--- src/rtl/led_thermo_decoder.sv ---
// Receive-side decoder for the active-low thermometer LED bus: synchronise, de-glitch, decode level, count wraps.
// Optional sequence checker enabled by defining LED_THERMO_SEQ_CHECK_EN; otherwise seq_err is tied low.
module led_thermo_decoder #(
    parameter int STABLE_CYCLES = 4,
    parameter int WRAP_W        = 8
) (
    input  logic              clk,
    input  logic              reset_n,
    input  logic [7:0]        led_in,
    output logic [3:0]        level,
    output logic              level_valid,
    output logic              invalid_err,
    output logic [WRAP_W-1:0] wrap_cnt,
    output logic              seq_err
);

    localparam int CNT_W = (STABLE_CYCLES > 1) ? $clog2(STABLE_CYCLES) : 1;
    localparam logic [CNT_W-1:0] STAB_MAX = CNT_W'(STABLE_CYCLES - 1);

    logic [7:0]       s1;
    logic [7:0]       s2;
    logic [7:0]       candidate;
    logic [7:0]       acc_raw;
    logic [CNT_W-1:0] stab_cnt;

    logic [7:0] inv;
    logic       is_thermo;
    logic [3:0] k;
    logic       accept;

    // Active-low bus: inverted pattern must be a contiguous run of ones from bit 0.
    always_comb begin
        inv       = ~candidate;
        is_thermo = ((inv & (inv + 8'd1)) == 8'd0);
        k         = 4'd0;
        for (int i = 0; i < 8; i++) begin
            k = k + {3'b000, inv[i]};
        end
    end

    assign accept = (s2 == candidate) && (stab_cnt == STAB_MAX) && (candidate != acc_raw);

    always_ff @(posedge clk or negedge reset_n) begin
        if (!reset_n) begin
            s1          <= 8'hFF;
            s2          <= 8'hFF;
            candidate   <= 8'hFF;
            acc_raw     <= 8'hFF;
            stab_cnt    <= '0;
            level       <= 4'd0;
            level_valid <= 1'b0;
            invalid_err <= 1'b0;
            wrap_cnt    <= '0;
        end else begin
            s1          <= led_in;
            s2          <= s1;
            level_valid <= 1'b0;
            invalid_err <= 1'b0;
            if (s2 != candidate) begin
                candidate <= s2;
                stab_cnt  <= '0;
            end else if (stab_cnt != STAB_MAX) begin
                stab_cnt <= stab_cnt + CNT_W'(1);
            end else if (candidate != acc_raw) begin
                acc_raw <= candidate;
                if (is_thermo) begin
                    level       <= k;
                    level_valid <= 1'b1;
                    if ((k == 4'd0) && (level == 4'd8)) begin
                        wrap_cnt <= wrap_cnt + {{(WRAP_W-1){1'b0}}, 1'b1};
                    end
                end else begin
                    invalid_err <= 1'b1;
                end
            end
        end
    end

`ifdef LED_THERMO_SEQ_CHECK_EN
    logic [3:0] exp_next;

    // level only moves on valid accepts, so it already is the previous valid level.
    assign exp_next = (level == 4'd8) ? 4'd0 : level + 4'd1;

    always_ff @(posedge clk or negedge reset_n) begin
        if (!reset_n) begin
            seq_err <= 1'b0;
        end else begin
            seq_err <= accept && is_thermo && (k != exp_next);
        end
    end
`else
    assign seq_err = 1'b0;
`endif

endmodule

--- config.mk ---
export PLATFORM = sky130hd
export DESIGN_NAME = led_thermo_decoder
export DESIGN_NICKNAME = d
export VERILOG_FILES = /design/src/rtl/led_thermo_decoder.sv
export SDC_FILE = /design/constraint.sdc
export NUM_CORES = 1
export LEC_CHECK = 0
export CAP_MARGIN = 20
export CORE_UTILIZATION = 55
export CTS_BUF_LIST = sky130_fd_sc_hd__clkbuf_4
export DETAILED_ROUTE_END_ITERATION = 10
export DONT_BUFFER_PORTS = 1
export GPL_TIMING_DRIVEN = 0
export PLACE_DENSITY = 0.79
export SLEW_MARGIN = 20
export SYNTH_ARGS = -nofsm -noshare
export SYNTH_HDL_FRONTEND = slang
export SYNTH_SLANG_ARGS = --single-unit
--- constraint.sdc ---
create_clock -name clk -period 6 [get_ports clk]
set_clock_uncertainty 0.1 [all_clocks]
set_input_delay 1.2 -clock clk [delete_from_list [all_inputs] [get_ports clk]]
set_output_delay 1.2 -clock clk [all_outputs]
set_load 0.01 [all_outputs]
# Word level (Yosys, flattened, before mapping)
# Cells that the tools add are included.
# totals
regBits	48
input_bits	10
wordCells	44
# op_classes
n_addsub	10
eq_ne	4
n_mux	10
n_bitwise	4
n_reduce_logical	7
# op_table
operator	n
$add 4x1->4	4
$add 8x1->8 const B	2
$ne 8x8->1	2
$and 8x8->8	1
$logic_not 8->1	1
$mux 1	8
$not 8->8	1
$reduce_and 5->1	1
$add 3x1->4	1
$eq 4x4->1 const B	1
$logic_not 4->1	1
$mux 2	2
$reduce_and 4->1	1
$add 2x1->3	1
$reduce_and 3->1	1
$add 1x1->2	1
$add 2x1->2 const B	1
$ne 2x2->1 const B	1
$not 1->1	2
$reduce_bool 2->1	1
$logic_and 1x1->1	1

# Logic depth before layout (Yosys ltp)
# Gate-level depths: netlist of run 1.
# depth
word_depth	11
mapped_depth	12
depth_no_buf	12

# Worst setup path before layout of run 1
# Ideal clock, no wire load.
# synth_timing
kind	register to register
from	register candidate[0]
to	register wrap_cnt[1]
setup_time_ns	0.125
t_arrival_ns	4.306
required_time_ns	5.775
setup_slack_ns	1.469
path_stages_with_launch	13
path_buffers	0
synth_period_minus_slack_ns	4.531
cell_sequence	dfstp_2 inv_1 fa_1 fa_1 fa_1 ha_1 inv_1 fa_1 or4b_4 nor4b_4 o21ai_2 or3_4 mux2_4
# synth_between
elab_chain_len	11
word_cells_on_any_way	17
cone_classes	add/sub: 8; eq/ne: 2; bitwise: 3; reduce/logical: 4
# synth_lines
item	line	rtl
from (decl)	22	logic [7:0] candidate;
from (signal assigned)	47	candidate <= 8'hFF;
from (signal assigned)	60	candidate <= s2;
$not 8->8	33	inv = ~candidate;
$add 1x1->2	37	k = k + {3'b000, inv[i]};
$add 2x1->3	37	
$add 3x1->4	37	
$add 4x1->4 (4 in series)	37	
$logic_not 4->1	69	if ((k == 4'd0) && (level == 4'd8)) begin
$logic_and 1x1->1	69	
$reduce_and 5->1 (no source line) (*)	n/a	
to (signal assigned)	70	wrap_cnt <= wrap_cnt + {{(WRAP_W-1){1'b0}}, 1'b1};
to (decl)	13	output logic [WRAP_W-1:0] wrap_cnt,
# Mark *: on every way between the ends. The rest lies on a longest branch, timed or not.
# A chain may end at the register's enable or synchronous reset.

# Final worst setup path of run 1
# Ends and elaborated chain as after synthesis.

==> metrics.txt, run 1 <==
gate count after technology mapping=175; GRT Resource Usage Total=19.5%; Horiz. Die Dim=65.2 um; number of hold buffers added after cts=0; largest fanout on the critical path=7; sequential fraction of the synthesis area=56.6%; R2R setup slack=1.28 ns; Die Outline Area=4250 sq um; top cells by area in the synthesized netlist=sky130_fd_sc_hd__dfstp_2, sky130_fd_sc_hd__dfrtp_1, sky130_fd_sc_hd__xor2_1; mean post-synth cell area=12.5 sq um; hold depth=0; H-tree levels=2; HP Start=s1[2]$_DFF_PN1_; number of max-capacitance violations reported=0; total leakage power=0.000993 uW; critical register-to-register path startpoint=candidate[0]$_DFFE_PN1N_; antenna-violating nets left=0; worst voltage drop across the vdd grid=0.166 mV; Synthesized Nets=196; number of nets at the end of the flow=203; number of design-rule violations left by the first detailed-router iteration=30; most common cell after layout, fill and taps aside=sky130_fd_sc_hd__dfstp_2; worst r2r path cells=12; number of warnings issued by yosys=0; clock latency of the later-clocked register in the worst-skew pair=0.36 ns; final total negative setup slack=0 ns; Data required, critical path=6.16 ns; Pre-Repair DR Iteration Count=4; die height=65.2 um; number of setup buffers added after CTS=0; diode count=0; via count of the first global-routing pass=1292; Critical Setup Path Class=flip-flop to flip-flop; root buffer cell=sky130_fd_sc_hd__clkbuf_4; number of hold violations in the final report=0; Post-Syn Area=2190 sq um; number of vias after detailed routing=1244; final max-slew violation count=0; sequence of cells on the critical path=inv_1 -> fa_1 -> fa_1 -> fa_1 -> ha_1 -> inv_1 -> fa_1 -> or4b_4 -> nor4b_4 -> o21ai_2 -> or3_4 -> mux2_4; total grt overflow=0; area of the core=3740 sq um; data arrival time at the worst-slack endpoint=4.88 ns; minimum setup slack in the final design=1.28 ns; highest-count cells in the layout ignoring fill and taps=sky130_fd_sc_hd__dfstp_2, sky130_fd_sc_hd__o21ai_0, sky130_fd_sc_hd__dfrtp_1; clock buffer count from CTS=5; longest individual stage delay on the worst path=0.60 ns; count of flip-flops with a built-in enable after synthesis=0; Max clock buf depth=2; post-DR wirelength/cell=15.2 um; wire length of the first global-routing pass=6.10 mm; DPL Wire Length=2.56 mm; endpoint with the worst hold slack=s2[2]$_DFF_PN1_; ratio of total power to cell area=239 nW/um^2; Distinct cells, synth=38; Post-synth ARST share=100%; I/O Pins=25; post-cts resize count=0; placer congestion estimate=0.920; fmax=212 MHz; largest net degree at the start of global routing=49; Tmin final=4.72 ns; Setup WS pre-CTS=1.26 ns; starting density of the core=58.6%; row cnt=22; total wire length=3.52 mm; crit path buf inv count=2; number of synthesized register bits=48; clock tree from TritonCTS=yes; cell repeated most along the worst path=sky130_fd_sc_hd__fa_1; share of post-route cells with drive strength above 1=29.5%; worst-path cell with the longest stage delay=sky130_fd_sc_hd__dfstp_2; top flip-flop cell by instance count after synthesis=sky130_fd_sc_hd__dfstp_2; CP Launch Type=flip-flop; cell family with the largest share of critical-path delay=adder cells; relative area change from synthesis to final layout=5.19%; setup repair after global routing missed its margin=false; clock slew at the register clock pins of the worst setup and hold paths=0.13 ns; capturing element type of the critical path=flip-flop; portion of synthesized cell area occupied by the leading cell type=38.3%; class of the worst hold path=flip-flop to flip-flop; outcome=finished clean; Sink Count=48; number of remaining DRC errors=0; cell type with the highest aggregate area in the netlist=sky130_fd_sc_hd__dfstp_2; Final setup viols=0; final cycle utilization of the critical path=78.7%; detail-routed via count per cell=5.39; number of buffers inserted by port buffering=0; number of antenna violations at the first check in global routing=0; terminus of the critical flop-to-flop path=wrap_cnt[1]$_DFFE_PN0P_
==> through the flow <==
step                      total power [uW]  cells  hold slack [ns]  instance area, sq um  util, %
after floorplan                        400    175            0.245                  2190        -
after global placement                 409    223            0.245                  2250     60.2
after detailed placement               411    223            0.247                  2250     60.2
after CTS                              558    231            0.266                  2310     61.7
after global routing                   580    231            0.268                  2310     61.7
final                                  551    231            0.265                  2310     61.7
==> flip-flops by register name, summed over array words and instances (netlist names) <==
name and count:
acc_raw 8, candidate 8, invalid_err 1, level 4, level_valid 1, s1 8
s2 8, stab_cnt 2, wrap_cnt 8
==> synth_stat cells (4+ instances only) <==
cell type / count
sky130_fd_sc_hd__o21ai_0: 16
sky130_fd_sc_hd__xor2_1: 15
sky130_fd_sc_hd__dfrtp_1: 16
sky130_fd_sc_hd__nand4_1: 4
sky130_fd_sc_hd__nor4_1: 4
sky130_fd_sc_hd__nor2_1: 6
sky130_fd_sc_hd__ha_1: 7
sky130_fd_sc_hd__dfstp_2: 32
sky130_fd_sc_hd__fa_1: 4
sky130_fd_sc_hd__xnor2_1: 10
sky130_fd_sc_hd__inv_1: 15
sky130_fd_sc_hd__clkbuf_1: 11
==> layout make-up <==
class,instances,area [sq um]
plain buffers,12,48.8
clock buffers,5,37.5
clock inverters,3,16.3
fillers,316,1440
inverters,15,56.3
multi-input cells,100,848
flip-flops and latches,48,1240
well taps,48,60.1
==> where the power goes <==
| part | total [uW] | leakage (uW) | internal (uW) | switching [uW] |
|---|---|---|---|---|
| registers | 345 | 0.000558 | 339 | 6.39 |
| clock network | 145 | 0.0000335 | 45.2 | 100 |
| logic | 59.9 | 0.000401 | 29.2 | 30.7 |
| total | 551 | 0.000993 | 413 | 137 |
==> per-layer routing <==
layer	up-vias	part of all wire, %	GRT usage [%]
met5	-	0	0
met4	0	1.3	6.52
met3	5	4.6	5.21
met2	31	49	31.1
met1	620	45	25.8
li1	588	-	-
==> how the worst max path moves through the flow <==
stage,from,to,slack [ns],depth (start not counted)
after floorplan,candidate[0]$_DFFE_PN1N_,wrap_cnt[1]$_DFFE_PN0P_,1.47,12
final,candidate[0]$_DFFE_PN1N_,wrap_cnt[1]$_DFFE_PN0P_,1.28,12
after detailed placement,candidate[0]$_DFFE_PN1N_,wrap_cnt[1]$_DFFE_PN0P_,1.26,12
after global placement,candidate[0]$_DFFE_PN1N_,wrap_cnt[1]$_DFFE_PN0P_,1.34,12
after global routing,candidate[0]$_DFFE_PN1N_,wrap_cnt[1]$_DFFE_PN0P_,1.11,12
after CTS,candidate[0]$_DFFE_PN1N_,wrap_cnt[1]$_DFFE_PN0P_,1.25,12
==> cell families (layout without fill, tap and decap cells) <==
group	after synthesis	after routing	synth area share, %
xor gates and xnor gates	25	25	9.98
and+or+nand+nor	34	34	11.4
other	1	1	0.171
DFF	48	48	56.6
muxes	7	7	3.59
AOI/OAI and AO/OA	22	22	5.87
adders and majority gates	11	11	7.64
buffers and inverters	27	35	4.79
Note: power is estimated with default switching activity, not from simulation.
==> run 2, diff against run 1 <==
- clock period: 6 -> 4.6 ns (I/O delays scaled with it)
==> run 2 against run 1 <==
The flow now finishes with violations (negative setup slack). Worst setup slack got worse by 1.3 ns. Sequential share of layout area down 2.6 points. Flip-flop and latch count did not move. Critical path depth unchanged. Die area stayed put. Core utilization is 3.2 points higher. Critical path type unchanged.
==> metrics.txt, run 2 (same netlist as run 1, synthesis figures left out) <==
outcome=finished with violations; failing checks=negative setup slack; DPL Wire Length=2.56 mm (unchanged); root buffer cell=sky130_fd_sc_hd__clkbuf_4; final total negative setup slack=-0.0117 ns (-0.0117 ns); number of design-rule violations left by the first detailed-router iteration=36 (+20%); total leakage power=0.00109 uW (+9.7%); setup repair after global routing missed its margin=true; wire length of the first global-routing pass=6.19 mm (+1.5%); relative area change from synthesis to final layout=10.6%; capturing element type of the critical path=flip-flop; largest net degree at the start of global routing=49 (unchanged); clock buffer count from CTS=5 (unchanged); Setup WS pre-CTS=-0.140 ns (-1.40 ns); number of antenna violations at the first check in global routing=0 (unchanged); transition time at the pin with the least slew margin=0.590 ns; Final setup viols=1 (+1); antenna-violating nets left=0 (unchanged); clock tree from TritonCTS=yes; Max clock buf depth=2 (unchanged); sequence of cells on the critical path=inv_2 -> fa_1 -> fa_1 -> fa_1 -> ha_2 -> inv_2 -> fa_1 -> or4b_4 -> nor4b_4 -> o21ai_2 -> or3_4 -> mux2_4; total grt overflow=0 (unchanged); number of remaining DRC errors=0 (unchanged); number of buffers inserted by port buffering=0 (unchanged); H-tree levels=2 (unchanged); worst r2r path cells=12 (unchanged); highest-count cells in the layout ignoring fill and taps=sky130_fd_sc_hd__dfstp_2, sky130_fd_sc_hd__o21ai_0, sky130_fd_sc_hd__dfrtp_1; diode count=0 (unchanged); CP Launch Type=flip-flop; largest fanout on the critical path=4 (-3); minimum setup slack in the final design=-0.0117 ns (-1.29 ns); number of nets at the end of the flow=210 (+3.4%); Die Outline Area=4250 sq um (unchanged); starting density of the core=58.6% (unchanged); Horiz. Die Dim=65.2 um (unchanged); most common cell after layout, fill and taps aside=sky130_fd_sc_hd__dfstp_2; headroom to the max-slew limit=60.5%; row cnt=22 (unchanged); number of max-capacitance violations reported=0 (unchanged); number of vias after detailed routing=1292 (+3.9%); Sink Count=48 (unchanged); I/O Pins=25 (unchanged); detail-routed via count per cell=5.43 (+0.80%); final cycle utilization of the critical path=100% (+22 points); data arrival time at the worst-slack endpoint=4.77 ns (-0.11 ns); final max-slew violation count=0 (unchanged); longest individual stage delay on the worst path=0.58 ns (-0.02 ns); share of post-route cells with drive strength above 1=36.8% (+7.3 points); Tmin final=4.61 ns (-0.113 ns); post-DR wirelength/cell=15.2 um (about the same); die height=65.2 um (unchanged); clock slew at the register clock pins of the worst setup and hold paths=0.13 ns (about the same); total wire length=3.62 mm (+3.0%); ratio of total power to cell area=301 nW/um^2 (+26%); worst-path cell with the longest stage delay=sky130_fd_sc_hd__dfstp_2; fmax=217 MHz (+2.5%); Data required, critical path=4.75 ns (-1.41 ns); area of the core=3740 sq um (unchanged); worst voltage drop across the vdd grid=0.221 mV (+33%); number of hold violations in the final report=0 (unchanged); via count of the first global-routing pass=1316 (+1.9%); cell repeated most along the worst path=sky130_fd_sc_hd__fa_1; clock latency of the later-clocked register in the worst-skew pair=0.36 ns (about the same); Pre-Repair DR Iteration Count=4 (unchanged); Critical Setup Path Class=flip-flop to flip-flop; GRT Resource Usage Total=19.8% (+0.30 points); placer congestion estimate=0.920 (unchanged); class of the worst hold path=primary input to async pin
run 2: layout make-up:
type | count | area [sq um]
clock inverter | 3 | 16.3
sequential | 48 | 1240
clock buffer | 5 | 37.5
buffer | 12 | 48.8
multi-input combinational | 100 | 911
fill | 299 | 1320
inverter | 15 | 56.3
timing repair buffer | 7 | 56.3
tap | 48 | 60.1
run 2: critical path: cells and delay by family (launching register included):
family,cells,cell delay [ns]
buffers and inverters,2,0.09
adder cells (fa/ha/maj),5,2.19
flip-flops,1,0.58
multiplexers,1,0.31
AND/OR/NAND/NOR,3,1.11
AO/OA/AOI/OAI,1,0.13
run 2: per-layer routing:
| layer | share of wire [%] | track usage [%] | vias to the layer above |
|---|---|---|---|
| met5 | 0 | 0 | - |
| met4 | 1.3 | 6.52 | 0 |
| met3 | 4.1 | 5.21 | 6 |
| met2 | 49 | 31.8 | 28 |
| met1 | 45 | 26.1 | 652 |
| li1 | - | - | 606 |
run 2: worst paths after layout:
check / from / endpoint / slack [ns]
min in group clk: s1[2]$_DFF_PN1_ / s2[2]$_DFF_PN1_ / 0.26
max: candidate[3]$_DFFE_PN1N_ / wrap_cnt[1]$_DFFE_PN0P_ / -0.01
max reg2reg: candidate[3]$_DFFE_PN1N_ / wrap_cnt[1]$_DFFE_PN0P_ / -0.01
max in group asynchronous: reset_n / candidate[3]$_DFFE_PN1N_ / 4.09
min reg2reg: s1[2]$_DFF_PN1_ / s2[2]$_DFF_PN1_ / 0.26
min: reset_n / wrap_cnt[3]$_DFFE_PN0P_ / 0.13
run 2: through the flow:
step,utilization (%),hold WS (ns),instance area (sq um),total power (uW),std cells
final,64.8,0.130,2430,732,238
after CTS,62.3,0.118,2330,728,234
after global routing,64.8,0.104,2430,769,238
after global placement,60.2,0.245,2250,533,223
after floorplan,-,0.245,2190,521,175
after detailed placement,60.2,0.247,2250,536,223
run 2: what timing repair did:
| action | 4_1_cts | 5_1_grt |
|---|---|---|
| pin swaps | 2 | 6 |
| hold buffers | 0 | 0 |
| gates resized for setup | 1 | 13 |
| setup endpoints to repair | 2 | 7 |
| buffers inserted | 3 | 4 |
run 2: report_power, final:
group | internal (uW) | total, uW | switching (uW)
clock network | 58.9 | 190 | 131
registers | 442 | 450 | 7.81
logic | 47.7 | 91.7 | 44.0
==> run 3, diff against run 2 <==
- GPL_TIMING_DRIVEN: 0 -> unset
- SETUP_SLACK_MARGIN: unset -> 0.05
==> run 3 against run 2 <==
The flow now finishes without violations. Combinational power decreased by 8.9%. Largest power group unchanged. Clock power about the same. Via count down 3.3%.
==> metrics.txt, run 3 (same netlist as run 1, synthesis figures left out) <==
GRT Resource Usage Total=19.1% (-0.70 points); ratio of total power to cell area=312 nW/um^2 (+3.4%); clock tree from TritonCTS=yes; Setup WS pre-CTS=-0.0130 ns (+0.127 ns); via count of the first global-routing pass=1323 (+0.53%); final max-slew violation count=0 (unchanged); transition time at the pin with the least slew margin=0.777 ns (+0.187 ns); starting density of the core=58.6% (unchanged); total leakage power=0.000992 uW (-9.0%); largest fanout on the critical path=3 (-1); Critical Setup Path Class=flip-flop to flip-flop; minimum setup slack in the final design=0.0778 ns (+0.0895 ns); row cnt=22 (unchanged); longest individual stage delay on the worst path=0.56 ns (-0.02 ns); clock slew at the register clock pins of the worst setup and hold paths=0.14 ns (about the same); R2R setup slack=0.08 ns (+0.09 ns); final cell count without fillers=223 (-6.3%); CP Launch Type=flip-flop; Clk pwr share=25.9% (about the same); H-tree levels=2 (unchanged); crit path buf inv count=2 (unchanged); cell repeated most along the worst path=sky130_fd_sc_hd__fa_1; number of hold buffers added after cts=0 (unchanged); register share of total power=62.5% (+1.0 points); number of nets at the end of the flow=195 (-7.1%); Cells after DPL=213 (-4.5%); antenna-violating nets left=0 (unchanged); class of the worst hold path=primary input to async pin; number of design-rule violations left by the first detailed-router iteration=47 (+31%); worst voltage drop across the vdd grid=0.222 mV (+0.54%); worst r2r path cells=12 (unchanged); highest-count cells in the layout ignoring fill and taps=sky130_fd_sc_hd__dfstp_2, sky130_fd_sc_hd__o21ai_0, sky130_fd_sc_hd__dfrtp_1; Data required, critical path=4.76 ns (about the same); clock buffer count from CTS=5 (unchanged); placer congestion estimate=0.885 (-3.8%); worst-path cell with the longest stage delay=sky130_fd_sc_hd__fa_1; diode count=0 (unchanged); headroom to the max-slew limit=48.0% (-12 points); number of antenna violations at the first check in global routing=0 (unchanged); total grt overflow=0 (unchanged); total wire length=3.52 mm (-3.0%); most common cell after layout, fill and taps aside=sky130_fd_sc_hd__dfstp_2; I/O Pins=25 (unchanged); outcome=finished clean; DPL Wire Length=2.59 mm (+1.1%); largest net degree at the start of global routing=49 (unchanged); cell family with the largest share of critical-path delay=adder cells; wire length of the first global-routing pass=5.95 mm (-3.9%); relative area change from synthesis to final layout=5.30%; data arrival time at the worst-slack endpoint=4.68 ns (-0.09 ns); fmax=221 MHz (+2.0%); Max clock buf depth=2 (unchanged); terminus of the critical flop-to-flop path=wrap_cnt[1]$_DFFE_PN0P_; Cell Int Power=541 uW (-1.5%); Final setup viols=0 (-1); number of max-capacitance violations reported=0 (unchanged); detail-routed via count per cell=5.60 (+3.2%); capturing element type of the critical path=flip-flop; die height=65.2 um (unchanged); number of remaining DRC errors=0 (unchanged); setup repair after global routing missed its margin=true; Pre-Repair DR Iteration Count=4 (unchanged); number of buffers inserted by port buffering=0 (unchanged); share of post-route cells with drive strength above 1=34.9% (-2.0 points); Net Switching=179 uW (-2.0%); total stage count of the critical path=12 (unchanged); root buffer cell=sky130_fd_sc_hd__clkbuf_4; sequence of cells on the critical path=inv_1 -> fa_1 -> fa_1 -> fa_1 -> ha_2 -> inv_1 -> fa_1 -> or4b_4 -> nor4b_4 -> o21ai_2 -> or3_4 -> mux2_4; switching power share of the total=24.9% (-0.10 points); number of vias after detailed routing=1249 (-3.3%); Sink Count=48 (unchanged); post-DR wirelength/cell=15.8 um (+3.6%); Die Outline Area=4250 sq um (unchanged); combinational share of power=11.6% (-0.9 points); number of hold violations in the final report=0 (unchanged); area of the core=3740 sq um (unchanged); final cycle utilization of the critical path=98.3% (-1.9 points); critical register-to-register path startpoint=candidate[0]$_DFFE_PN1N_; Horiz. Die Dim=65.2 um (unchanged); clock latency of the later-clocked register in the worst-skew pair=0.36 ns (about the same); Tmin final=4.52 ns (-0.0895 ns)
## run 3: area by class of cell
class | instances | area (sq um)
multi-input combinational | 100 | 870
inverter | 15 | 56.3
clock buffer | 5 | 37.5
fill | 295 | 1430
clock inverter | 3 | 16.3
sequential | 48 | 1240
tap | 48 | 60.1
timing repair buffer | 4 | 30.0
## run 3: worst register-to-register path, cell delays in order, from the launching register on
cell and delay [ns]:
sky130_fd_sc_hd__dfstp_2 0.55, sky130_fd_sc_hd__inv_1 0.07, sky130_fd_sc_hd__fa_1 0.56, sky130_fd_sc_hd__fa_1 0.44, sky130_fd_sc_hd__fa_1 0.51, sky130_fd_sc_hd__ha_2 0.18, sky130_fd_sc_hd__inv_1 0.05, sky130_fd_sc_hd__fa_1 0.50
sky130_fd_sc_hd__or4b_4 0.48, sky130_fd_sc_hd__nor4b_4 0.23, sky130_fd_sc_hd__o21ai_2 0.09, sky130_fd_sc_hd__or3_4 0.35, sky130_fd_sc_hd__mux2_4 0.30
## run 3: layer usage
| layer | up-vias | GRT usage [%] | routed length [um] |
|---|---|---|---|
| li1 | 575 | - | - |
| met4 | 0 | 8.70 | 92 |
| met1 | 625 | 21.3 | 1430 |
| met5 | - | 0 | 0 |
| met2 | 37 | 32.7 | 1780 |
| met3 | 12 | 6.60 | 215 |
## run 3: timing repair
action                                 4_1_cts  5_1_grt
endpoints found under the hold margin        0        0
pin swaps                                    2        3
setup buffers                                1        1
resized for setup                            1        3
setup endpoints to repair                    6        7
## run 3: power groups by stage
stage               Sequential (uW)  Combinational (uW)  Clock, uW
global route                    452                89.8        212
finish                          450                83.5        187
detailed placement              458                79.3          0
CTS                             451                81.9        196
floorplan                       455                65.7          0
global placement                457                74.3          0
## run 3: metrics by stage
step	util, %	total power (uW)	instance area [sq um]	setup TNS [ns]	hold WS, ns
4_1_cts	61.0	728	2280	0	0.116
6_report	61.7	720	2310	0	0.122
5_1_grt	61.7	753	2310	0	0.0978
2_1_floorplan	-	521	2190	0	0.245
3_3_place_gp	59.3	531	2220	0	0.245
3_5_place_dp	59.3	537	2220	-0.0130	0.247
## run 3: how the worst max path moves through the flow
| stage | start | endpoint | slack [ns] |
|---|---|---|---|
| global route | candidate[0]$_DFFE_PN1N_ | wrap_cnt[1]$_DFFE_PN0P_ | 0.01 |
| floorplan | candidate[0]$_DFFE_PN1N_ | wrap_cnt[1]$_DFFE_PN0P_ | 0.07 |
| detailed placement | candidate[1]$_DFFE_PN1N_ | wrap_cnt[1]$_DFFE_PN0P_ | -0.01 |
| finish | candidate[0]$_DFFE_PN1N_ | wrap_cnt[1]$_DFFE_PN0P_ | 0.08 |
| global placement | candidate[1]$_DFFE_PN1N_ | wrap_cnt[1]$_DFFE_PN0P_ | 0.1 |
| CTS | candidate[0]$_DFFE_PN1N_ | wrap_cnt[1]$_DFFE_PN0P_ | 0.07 |
